<file path="src/rtl/serial_compare_ctrl_if.sv">
// Handshake and result bundle for serial_compare_ctrl.
// The master drives the request and operands; the slave (the comparator)
// drives status and registered results.
interface serial_compare_ctrl_if #(
    parameter int N = 8
);
    localparam int IW = $clog2(N);

    logic          start;
    logic [N-1:0]  a;
    logic [N-1:0]  b;
    logic          busy;
    logic          done;
    logic          a_eq_b;
    logic          b_gt_a;
    logic          a_gt_b;
    logic [IW-1:0] bit_idx;

    modport master (
        output start, a, b,
        input  busy, done, a_eq_b, b_gt_a, a_gt_b, bit_idx
    );

    modport slave (
        input  start, a, b,
        output busy, done, a_eq_b, b_gt_a, a_gt_b, bit_idx
    );
endinterface

</file>
<file path="src/rtl/serial_compare_ctrl.sv">
// Bit-serial magnitude comparator: walks one bit pair per cycle from the MSB
// of latched operands, stopping at the first differing bit, and registers
// equal / B-greater / A-greater flags that hold until the next comparison.
module serial_compare_ctrl #(
    parameter int N = 8
) (
    input logic                 clk,
    input logic                 rst_n,
    serial_compare_ctrl_if.slave bus
);
    localparam int IW = $clog2(N);

    typedef enum logic [1:0] {
        IDLE = 2'd0,
        SCAN = 2'd1,
        DONE = 2'd2
    } state_t;

    state_t        state_q, state_d;
    logic [N-1:0]  a_q, a_d;
    logic [N-1:0]  b_q, b_d;
    logic          e_q, e_d;
    logic          g_q, g_d;
    logic [IW-1:0] bit_idx_q, bit_idx_d;
    logic          done_q, done_d;
    logic          a_eq_b_q, a_eq_b_d;
    logic          b_gt_a_q, b_gt_a_d;
    logic          a_gt_b_q, a_gt_b_d;
    logic          e_next, g_next;

    // Next-state, slice evaluation and result capture.
    always_comb begin
        state_d   = state_q;
        a_d       = a_q;
        b_d       = b_q;
        e_d       = e_q;
        g_d       = g_q;
        bit_idx_d = bit_idx_q;
        done_d    = 1'b0;
        a_eq_b_d  = a_eq_b_q;
        b_gt_a_d  = b_gt_a_q;
        a_gt_b_d  = a_gt_b_q;

        e_next = e_q & ~(a_q[bit_idx_q] ^ b_q[bit_idx_q]);
        g_next = g_q | (e_q & b_q[bit_idx_q] & ~a_q[bit_idx_q]);

        case (state_q)
            IDLE: begin
                if (bus.start) begin
                    a_d       = bus.a;
                    b_d       = bus.b;
                    e_d       = 1'b1;
                    g_d       = 1'b0;
                    bit_idx_d = IW'(N - 1);
                    state_d   = SCAN;
                end
            end
            SCAN: begin
                e_d = e_next;
                g_d = g_next;
                if (bit_idx_q == '0 || !e_next) begin
                    // Index is parked at 0 on exit so it reads 0 outside SCAN.
                    bit_idx_d = '0;
                    a_eq_b_d  = e_next;
                    b_gt_a_d  = g_next;
                    a_gt_b_d  = ~e_next & ~g_next;
                    state_d   = DONE;
                end else begin
                    bit_idx_d = bit_idx_q - IW'(1);
                end
            end
            DONE: begin
                done_d  = 1'b1;
                state_d = IDLE;
            end
            default: state_d = IDLE;
        endcase
    end

    // State and datapath registers with synchronous active-low reset.
    always_ff @(posedge clk) begin
        if (!rst_n) begin
            state_q   <= IDLE;
            a_q       <= '0;
            b_q       <= '0;
            e_q       <= 1'b1;
            g_q       <= 1'b0;
            bit_idx_q <= '0;
            done_q    <= 1'b0;
            a_eq_b_q  <= 1'b0;
            b_gt_a_q  <= 1'b0;
            a_gt_b_q  <= 1'b0;
        end else begin
            state_q   <= state_d;
            a_q       <= a_d;
            b_q       <= b_d;
            e_q       <= e_d;
            g_q       <= g_d;
            bit_idx_q <= bit_idx_d;
            done_q    <= done_d;
            a_eq_b_q  <= a_eq_b_d;
            b_gt_a_q  <= b_gt_a_d;
            a_gt_b_q  <= a_gt_b_d;
        end
    end

    assign bus.busy    = (state_q == SCAN);
    assign bus.done    = done_q;
    assign bus.a_eq_b  = a_eq_b_q;
    assign bus.b_gt_a  = b_gt_a_q;
    assign bus.a_gt_b  = a_gt_b_q;
    assign bus.bit_idx = bit_idx_q;
endmodule

</file>
<file path="src/flat_wrapper.sv">
// flat-port wrapper written by rule: the top's interface ports become plain ports
module serial_compare_ctrl_flat 
#(
    parameter int N = 8
)
  (clk, rst_n, bus_start, bus_a, bus_b, bus_busy, bus_done, bus_a_eq_b, bus_b_gt_a, bus_a_gt_b, bus_bit_idx);
  serial_compare_ctrl_if #(.N(N)) bus_i ();
  input logic clk;
  input logic rst_n;
  input wire logic [$bits(bus_i.start)-1:0] bus_start;
  input wire logic [$bits(bus_i.a)-1:0] bus_a;
  input wire logic [$bits(bus_i.b)-1:0] bus_b;
  output wire logic [$bits(bus_i.busy)-1:0] bus_busy;
  output wire logic [$bits(bus_i.done)-1:0] bus_done;
  output wire logic [$bits(bus_i.a_eq_b)-1:0] bus_a_eq_b;
  output wire logic [$bits(bus_i.b_gt_a)-1:0] bus_b_gt_a;
  output wire logic [$bits(bus_i.a_gt_b)-1:0] bus_a_gt_b;
  output wire logic [$bits(bus_i.bit_idx)-1:0] bus_bit_idx;
  assign bus_i.start = bus_start;
  assign bus_i.a = bus_a;
  assign bus_i.b = bus_b;
  assign bus_busy = bus_i.busy;
  assign bus_done = bus_i.done;
  assign bus_a_eq_b = bus_i.a_eq_b;
  assign bus_b_gt_a = bus_i.b_gt_a;
  assign bus_a_gt_b = bus_i.a_gt_b;
  assign bus_bit_idx = bus_i.bit_idx;
  serial_compare_ctrl #(.N(N)) u_core (.clk(clk), .rst_n(rst_n), .bus(bus_i));
endmodule
</file>
<file path="config.mk">
export PLATFORM = sky130hd
export DESIGN_NAME = serial_compare_ctrl_flat
export DESIGN_NICKNAME = d
export VERILOG_FILES = /design/src/rtl/serial_compare_ctrl_if.sv /design/src/rtl/serial_compare_ctrl.sv /design/src/flat_wrapper.sv
export SDC_FILE = /design/constraint.sdc
export NUM_CORES = 1
export LEC_CHECK = 0
export CORE_MARGIN = 5
export CORE_UTILIZATION = 45
export CTS_BUF_LIST = sky130_fd_sc_hd__clkbuf_16
export CTS_CLUSTER_SIZE = 25
export DETAILED_ROUTE_END_ITERATION = 16
export PLACE_DENSITY = 0.81
export SYNTH_ARGS = -nofsm -noshare
export SYNTH_HDL_FRONTEND = slang
export SYNTH_SLANG_ARGS = --single-unit
</file>
<file path="constraint.sdc">
create_clock -name clk -period 2.4 [get_ports clk]
set_input_delay 0.48 -clock clk [delete_from_list [all_inputs] [get_ports clk]]
set_output_delay 0.48 -clock clk [all_outputs]
set_load 0.01 [all_outputs]
</file>
# --- Word level (Yosys, flattened, before mapping) ---
# Index checks and enable logic that the tools add are counted.
classes:
  n_addsub: 1
  order_cmp: 1
  n_eq_ne: 4
  mux: 15
  n_bitwise: 10
  reduce_logical: 9
op_table:
  columns: ["op", "n"]
  rows:
  - ["AND reduction 2 bit", 4]
  - ["binary-select mux 1 bit (select 3 bit)", 2]
  - ["2-to-1 mux 3 bit", 2]
  - ["case mux 3 bit (2 select lines)", 1]
  - ["2-to-1 mux 1 bit", 5]
  - ["bitwise AND 1 bit", 4]
  - ["less-than comparator 3 x 4 -> 1 bit (second input constant)", 1]
  - ["2-to-1 mux 2 bit", 2]
  - ["NOT 1 bit", 4]
  - ["case mux 1 bit (2 select lines)", 2]
  - ["case mux 2 bit (2 select lines)", 1]
  - ["zero test 3 bit", 1]
  - ["subtractor 3 x 1 -> 3 bit (second input constant)", 1]
  - ["== test 2 x 1 -> 1 bit (second input constant)", 1]
  - ["== test 2 bit (second input constant)", 1]
  - ["zero test 2 bit", 1]
  - ["inequality test 2 x 1 -> 1 bit (second input constant)", 1]
  - ["inequality test 2 bit (second input constant)", 1]
  - ["nonzero test 2 bit", 1]
  - ["zero test 1 bit", 1]
  - ["logical OR 1 bit", 1]
  - ["bitwise OR 1 bit", 1]
  - ["XOR 1 bit", 1]
word_totals:
  regBits: 27
  inputBits: 19
  out_inout_bits: 8

# --- Longest topological paths before layout ---
# Gate-level depths: netlist of the first run.
depth:
  word_depth: 9
  depth_mapped: 6

# --- Least setup slack after synthesis of the first run ---
# No wires, ideal clock.
synth_timing:
  path_kind: "flip-flop to flip-flop"
  start: "register u_core.bit_idx_q[0], in the netlist u_core.bus.bit_idx[0]"
  end: "register u_core.bit_idx_q[0], in the netlist u_core.bus.bit_idx[0]"
  setup_ns: 0.103
  arrival_time_ns: 2.039
  slack_ns: 0.257
  path_stages_with_launch: 7
  n_path_buf: 1
  cell_sequence: "dfxtp_1 > buf_2 > mux4_2 > mux2_2 > xor2_2 > a31oi_1 > a2111oi_2"
synth_via:
  elab_chain_cells: 9
  word_cells_on_any_way: 13
synth_lines:
  columns: ["item", "line_no", "source"]
  rows:
  - ["start, declared", "serial_compare_ctrl.sv:24", "logic [IW-1:0] bit_idx_q, bit_idx_d;"]
  - ["start signal, assigned", "serial_compare_ctrl.sv:99", "bit_idx_q <= bit_idx_d;"]
  - ["binary-select mux 1 bit (select 3 bit)", "serial_compare_ctrl.sv:44", "e_next = e_q & ~(a_q[bit_idx_q] ^ b_q[bit_idx_q]);"]
  - ["2-to-1 mux 1 bit (not written as such)", "serial_compare_ctrl.sv:44", null]
  - ["XOR 1 bit", "serial_compare_ctrl.sv:44", null]
  - ["NOT 1 bit", "serial_compare_ctrl.sv:44", null]
  - ["bitwise AND 1 bit", "serial_compare_ctrl.sv:44", null]
  - ["zero test 1 bit", "serial_compare_ctrl.sv:61", "if (bit_idx_q == '0 || !e_next) begin"]
  - ["logical OR 1 bit", "serial_compare_ctrl.sv:61", null]
  - ["2-to-1 mux 3 bit *", "serial_compare_ctrl.sv:61", null]
  - ["case mux 3 bit (2 select lines) *", "serial_compare_ctrl.sv:47", "case (state_q)"]
# Every way passes the cells marked *; elsewhere a longest branch is shown, timed or not. The select of a mux whose other input is x is not followed.
# A chain may end at the register's enable or synchronous reset.

# --- Worst setup path after layout of the first run ---
# Same ends and word-level chain as after synthesis.

==> reports/results.txt, run 1 <==
status = completed
Sw Ratio = 29.2%
required time worst endpoint = 2.55 ns
worst rel slew slack = 59.0%
Area Overhead vs Synth = 31.7%
max-slew violation count = 0
warning count from the yosys run = 0
Filler cells = 218
net count after synthesis = 149
WL/cell = 13.9 um
CTS tree = built
Routed WL = 2560 um
Post-Syn Instances = 128
clk_skew = 0.00610 ns
die height = 60.9 um
crit path time final = 2.16 ns
Crit Path Class = flop to flop
Power per Cell Area = 835 mW/mm^2
Hold WC Path Type = flop to flop
part of the power in the clock network = 28.5%
CP max stage cell = mux4_2
crit path cell chain = mux4_2 -> mux2_2 -> xor2_2 -> a31oi_1 -> a2111oi_2
Worst path max stage delay = 0.53 ns
Clk pin slew, worst setup/hold paths = 0.07 ns
CP Data Arrival Time = 2.31 ns
CP max FO = 8
grt total ovfl = 0
Async SR Flop Fraction = 0%
syn_area_per_cell = 9.09 um^2
# diodes = 0
cts bufs inserted = 3
worst skew pair latency = 0.26 ns
maximum vdd drop = 0.564 mV
final hold vios = 0
Worst setup EP type = flop
RSZ-0062 raised after global routing = no
fin crit share = 90.1%
layout cells sized above 1 = 10.4%
DR pass1 iterations = 4
Max Buffers Root-to-Sink = 2
Final Non-Filler Cells = 184
FP Rows = 18
vias in the first global route = 1,042
mapped cell area = 0.00116 mm^2
NumNets Final = 176
CTS Sinks = 27
Unique masters post-synth = 28
Max Cap Viol = 0
top cells by area, synth = dfxtp_1, nand2_1, mux4_2
leakage power = 0.573 nW
initial antenna violation count = 0
most frequent cells in the layout = nand2_1, clkdlybuf4s50_1, dfxtp_1
root buffer cell = clkbuf_16
Initial Util = 47.0%
Final ANT Viol Nets = 0
largest net degree at the start of global routing = 20
Comb pwr share = 27.9%
type of origin of the critical path = flop
drc violations = 0
GPL Wtd Cong = 0.799
Fmax achieved = 0.462 GHz
die area = 0.00370 mm^2
Iter 0 DRT Violations = 30
global-route wire length before repair = 4460 um
Post-CTS Setup Inserts = 0
ys flop type = dfxtp_1
DPL Wire Length = 1860 um
Ports = 27
NetSw = 373 uW
commonest non-fill, non-tap cell in the layout = nand2_1
area of the core = 0.00248 mm^2
Seq pwr share = 43.6%
setup violators final = 0
register area share after synthesis = 46.5%
Vias/cell = 5.34
CTS H-tree depth = 1
Fin Setup TNS = 0 ns
Worst-Margin Slew = 0.613 ns
area leader, netlist = dfxtp_1
Total GRT Usage = 16.0%
Post-synth EDFFs = 0
Pint = 907 uW
area fraction of the dominant cell type after synthesis = 46.5%
IO buf count = 26
vias after detailed routing = 983
Die Wd = 60.9 um
dpl cells = 180
Seq cells post-synth = 27
area by class of cell:
cell class                      count  area (um^2)  area share (%)
Clock buffer                        3         75.1            4.90
Clock inverter                      1         3.75           0.245
Sequential cell                    27          542            35.3
Multi-Input combinational cell     90          581            37.9
Tap cell                           30         37.5            2.45
Inverter                            5         18.8            1.22
Timing Repair Buffer               28          275            18.0
cell usage after synthesis, types with 2 or more instances:
library cell and instances:
ha_1 2, mux4_2 4, nor3_1 3, clkbuf_1 5, a2111oi_2 2, nand4_1 2, a211oi_1 2, nor2_1 3
inv_1 4, dfxtp_1 27, nand2b_1 3, nand2_1 38, a21oi_1 17, nor3b_1 2
registers in the layout, summed over array words and instances (netlist names), 2 cells and up:
name	flops
u_core.a_q	8
u_core.b_q	8
u_core.bus.bit_idx	3
u_core.state_q	2
through the flow:
stage               utilization, %  area [um^2]  power [mW]  setup slack [ns]  hold slack [ns]
finish                        61.9         1530        1.28             0.237            0.452
global route                  61.9         1530        1.35            0.0885            0.470
global placement              58.6         1450       0.911             0.208            0.428
floorplan                        -         1160       0.796             0.257            0.423
CTS                           61.8         1530        1.28            0.0805            0.455
detailed placement            58.6         1450       0.923             0.123            0.448
power groups by stage:
stage | Combinational (mW) | Sequential, mW | Clock [mW]
3_3_place_gp | 0.348 | 0.563 | 0
4_1_cts | 0.359 | 0.558 | 0.367
2_1_floorplan | 0.244 | 0.552 | 0
6_report | 0.357 | 0.558 | 0.365
5_1_grt | 0.394 | 0.568 | 0.385
3_5_place_dp | 0.357 | 0.566 | 0
worst max-delay path, delay by kind of cell, from the launching register on:
kind	cells	cell delay (ns)
flip-flops	1	0.45
AO/OA/AOI/OAI	2	0.56
XOR/XNOR	1	0.20
multiplexers	2	0.85
kinds of logic after synthesis:
kind of cell / synth area share [%]
mux: 11.5
flops: 46.5
buf+inv: 3.65
simple gates: 19.0
compound gates: 15.1
xor+xnor: 2.15
fa+ha+maj: 2.15
path summary, 6_finish.rpt:
check / from / end / slack [ns] / cells past startpoint
max: u_core.bus.bit_idx[0]$_SDFFE_PN0P_ / u_core.bus.bit_idx[0]$_SDFFE_PN0P_ / 0.24 / 5
min: u_core.state_q[0]$_SDFFE_PN0P_ / u_core.bus.done$_SDFF_PN0_ / 0.45 / 1
max reg2reg: u_core.bus.bit_idx[0]$_SDFFE_PN0P_ / u_core.bus.bit_idx[0]$_SDFFE_PN0P_ / 0.24 / 5
min reg2reg: u_core.state_q[0]$_SDFFE_PN0P_ / u_core.bus.done$_SDFF_PN0_ / 0.45 / 1
timing repair:
item	in CTS	in global routing
endpoints found under the hold margin	0	0
hold buffers	0	0
setup endpoints to repair	0	3
resized for setup	0	1
metal layers:
layer | track usage (%) | vias up | part of all wire [%]
li1 | - | 488 | -
met5 | 0 | - | 0
met2 | 27.9 | 27 | 51
met1 | 19.1 | 466 | 42
met4 | 5.26 | 0 | 0.66
met3 | 4.04 | 2 | 6.4
No activity file was read; power rests on OpenSTA's default activity.
==> inputs of run 2 (changes only) <==
--- a/config.mk
+++ b/config.mk
@@ -5,7 +5,7 @@
 export SDC_FILE = /design/constraint.sdc
 export NUM_CORES = 1
 export LEC_CHECK = 0
-export CORE_MARGIN = 5
+export CORE_MARGIN = 1
 export CORE_UTILIZATION = 45
 export CTS_BUF_LIST = sky130_fd_sc_hd__clkbuf_16
 export CTS_CLUSTER_SIZE = 25
==> reports/results.txt, run 2 (same netlist as run 1, synthesis figures left out) <==
status = completed
clk_skew = 0.00207 ns
vias after detailed routing = 1,006
Max Cap Viol = 0
Fmax achieved = 0.456 GHz
Hold Slack = 0.457 ns
Post-CTS Hold Buffers = 0
Die Wd = 52.9 um
layout cells sized above 1 = 10.4%
Iter 0 DRT Violations = 18
drc violations = 0
GPL Wtd Cong = 0.778
final hold vios = 0
Clk pin slew, worst setup/hold paths = 0.06 ns
most frequent cells in the layout = nand2_1, clkdlybuf4s50_1, dfxtp_1
required time worst endpoint = 2.55 ns
Power per Cell Area = 836 mW/mm^2
worst skew pair latency = 0.26 ns
cts bufs inserted = 3
met3 Usage GRT = 4.60%
delay-heaviest family, CP = multiplexers
leakage power = 0.573 nW
area of the core = 0.00245 mm^2
type of origin of the critical path = flop
Total GRT Usage = 20.3%
DR pass1 iterations = 4
Setup WS pre-CTS = 0.0553 ns
DPL Wire Length = 1740 um
# diodes = 0
setup violators final = 0
GRT busiest layer = met2
PnR worst setup slack = 0.207 ns
largest net degree at the start of global routing = 20
CTS Sinks = 27
met2 Usage GRT = 33.3%
die height = 52.9 um
CTS tree = built
met1 GRT Util = 24.7%
crit path cell chain = mux4_2 -> mux2_2 -> xor2_2 -> a31oi_1 -> a2111oi_2
Max Buffers Root-to-Sink = 2
Initial Util = 47.4%
Worst setup EP type = flop
grt total ovfl = 0
FF/Latch Area = 542 um^2
worst rel slew slack = 59.4%
global-route wire length before repair = 4130 um
maximum vdd drop = 0.528 mV
FP Rows = 18
Routed WL = 2360 um
worst path bufs/invs = 0
NumNets Final = 176
Filler cells = 209
Area Overhead vs Synth = 31.7%
crit path time final = 2.19 ns
Worst path max stage delay = 0.53 ns
multi-input combinational cell area = 581 um^2
Post-CTS Setup Inserts = 0
max-slew violation count = 0
initial antenna violation count = 0
CTS H-tree depth = 1
Ports = 27
root buffer cell = clkbuf_16
CP Data Arrival Time = 2.34 ns
fin crit share = 91.4%
WL/cell = 12.8 um
Fin Setup TNS = 0 ns
RSZ-0062 raised after global routing = no
Worst-Margin Slew = 0.607 ns
CP max FO = 8
Hold WC Path Type = flop to flop
Final ANT Viol Nets = 0
vias in the first global route = 1,004
commonest non-fill, non-tap cell in the layout = nand2_1
Power, Total = 1.28 mW
die area = 0.00279 mm^2
Crit Path Class = flop to flop
IO buf count = 26
CP max stage cell = mux4_2
Vias/cell = 5.47
==> run 2: cell counts in the layout (fill, tap and decap cells not counted) <==
No cell type changed its count.
==> run 2: worst paths after layout <==
check        cells after the start                          startpoint                                 end  slack [ns]
max                              5  u_core.bus.bit_idx[0]$_SDFFE_PN0P_  u_core.bus.bit_idx[1]$_SDFFE_PN0P_        0.21
min                              2          u_core.a_q[4]$_SDFFE_PN0P_          u_core.a_q[4]$_SDFFE_PN0P_        0.46
max reg2reg                      5  u_core.bus.bit_idx[0]$_SDFFE_PN0P_  u_core.bus.bit_idx[1]$_SDFFE_PN0P_        0.21
min reg2reg                      2          u_core.a_q[4]$_SDFFE_PN0P_          u_core.a_q[4]$_SDFFE_PN0P_        0.46
==> run 2: worst min-delay path, cell delays in order (launching register included) <==
cell     delay, ns
dfxtp_1       0.31
nand2_1       0.05
a21oi_1       0.05
==> run 2: cell type report <==
type	instances	share of cell area, %
well taps	30	2.45
flip-flops and latches	27	35.3
multi-input cells	90	37.9
repair buffers	28	18.0
inverters	5	1.22
clock buffers	3	4.90
clock inverters	1	0.245
==> run 2: metrics by stage <==
step           utilization [%]  instances  instance area, um^2
6_report                  62.4        184                 1530
5_1_grt                   62.4        184                 1530
4_1_cts                   62.4        184                 1530
3_5_place_dp              59.2        180                 1450
3_3_place_gp              59.2        180                 1450
2_1_floorplan                -        128                 1160
==> run 2: report_power, final <==
group / switching, mW / leakage (nW) / internal [mW]
Sequential: 0.0587 / 0.222 / 0.501
Clock: 0.144 / 0.0423 / 0.223
Combinational: 0.173 / 0.309 / 0.183
Total: 0.375 / 0.573 / 0.907
==> run 2: per-layer routing <==
layer | wire length (um) | share of wire (%)
met5 | 0 | 0
met3 | 109 | 4.6
met2 | 1190 | 50
met1 | 991 | 42
met4 | 67 | 2.8
==> run 2: what timing repair did <==
| item | 4_1_cts | 5_1_grt |
|---|---|---|
| resized for setup | 0 | 1 |
| hold endpoints to repair | 0 | 0 |
| endpoints found under the setup margin | 0 | 2 |
==> inputs of run 3 (changes only) <==
--- a/config.mk
+++ b/config.mk
@@ -8,6 +8,7 @@
 export CORE_MARGIN = 1
 export CORE_UTILIZATION = 45
 export CTS_BUF_LIST = sky130_fd_sc_hd__clkbuf_16
+export CTS_CLUSTER_DIAMETER = 30
 export CTS_CLUSTER_SIZE = 25
 export DETAILED_ROUTE_END_ITERATION = 16
 export PLACE_DENSITY = 0.81
==> results of run 3 <==
The final DEF is identical to that of run 2; final timing and power are the same.
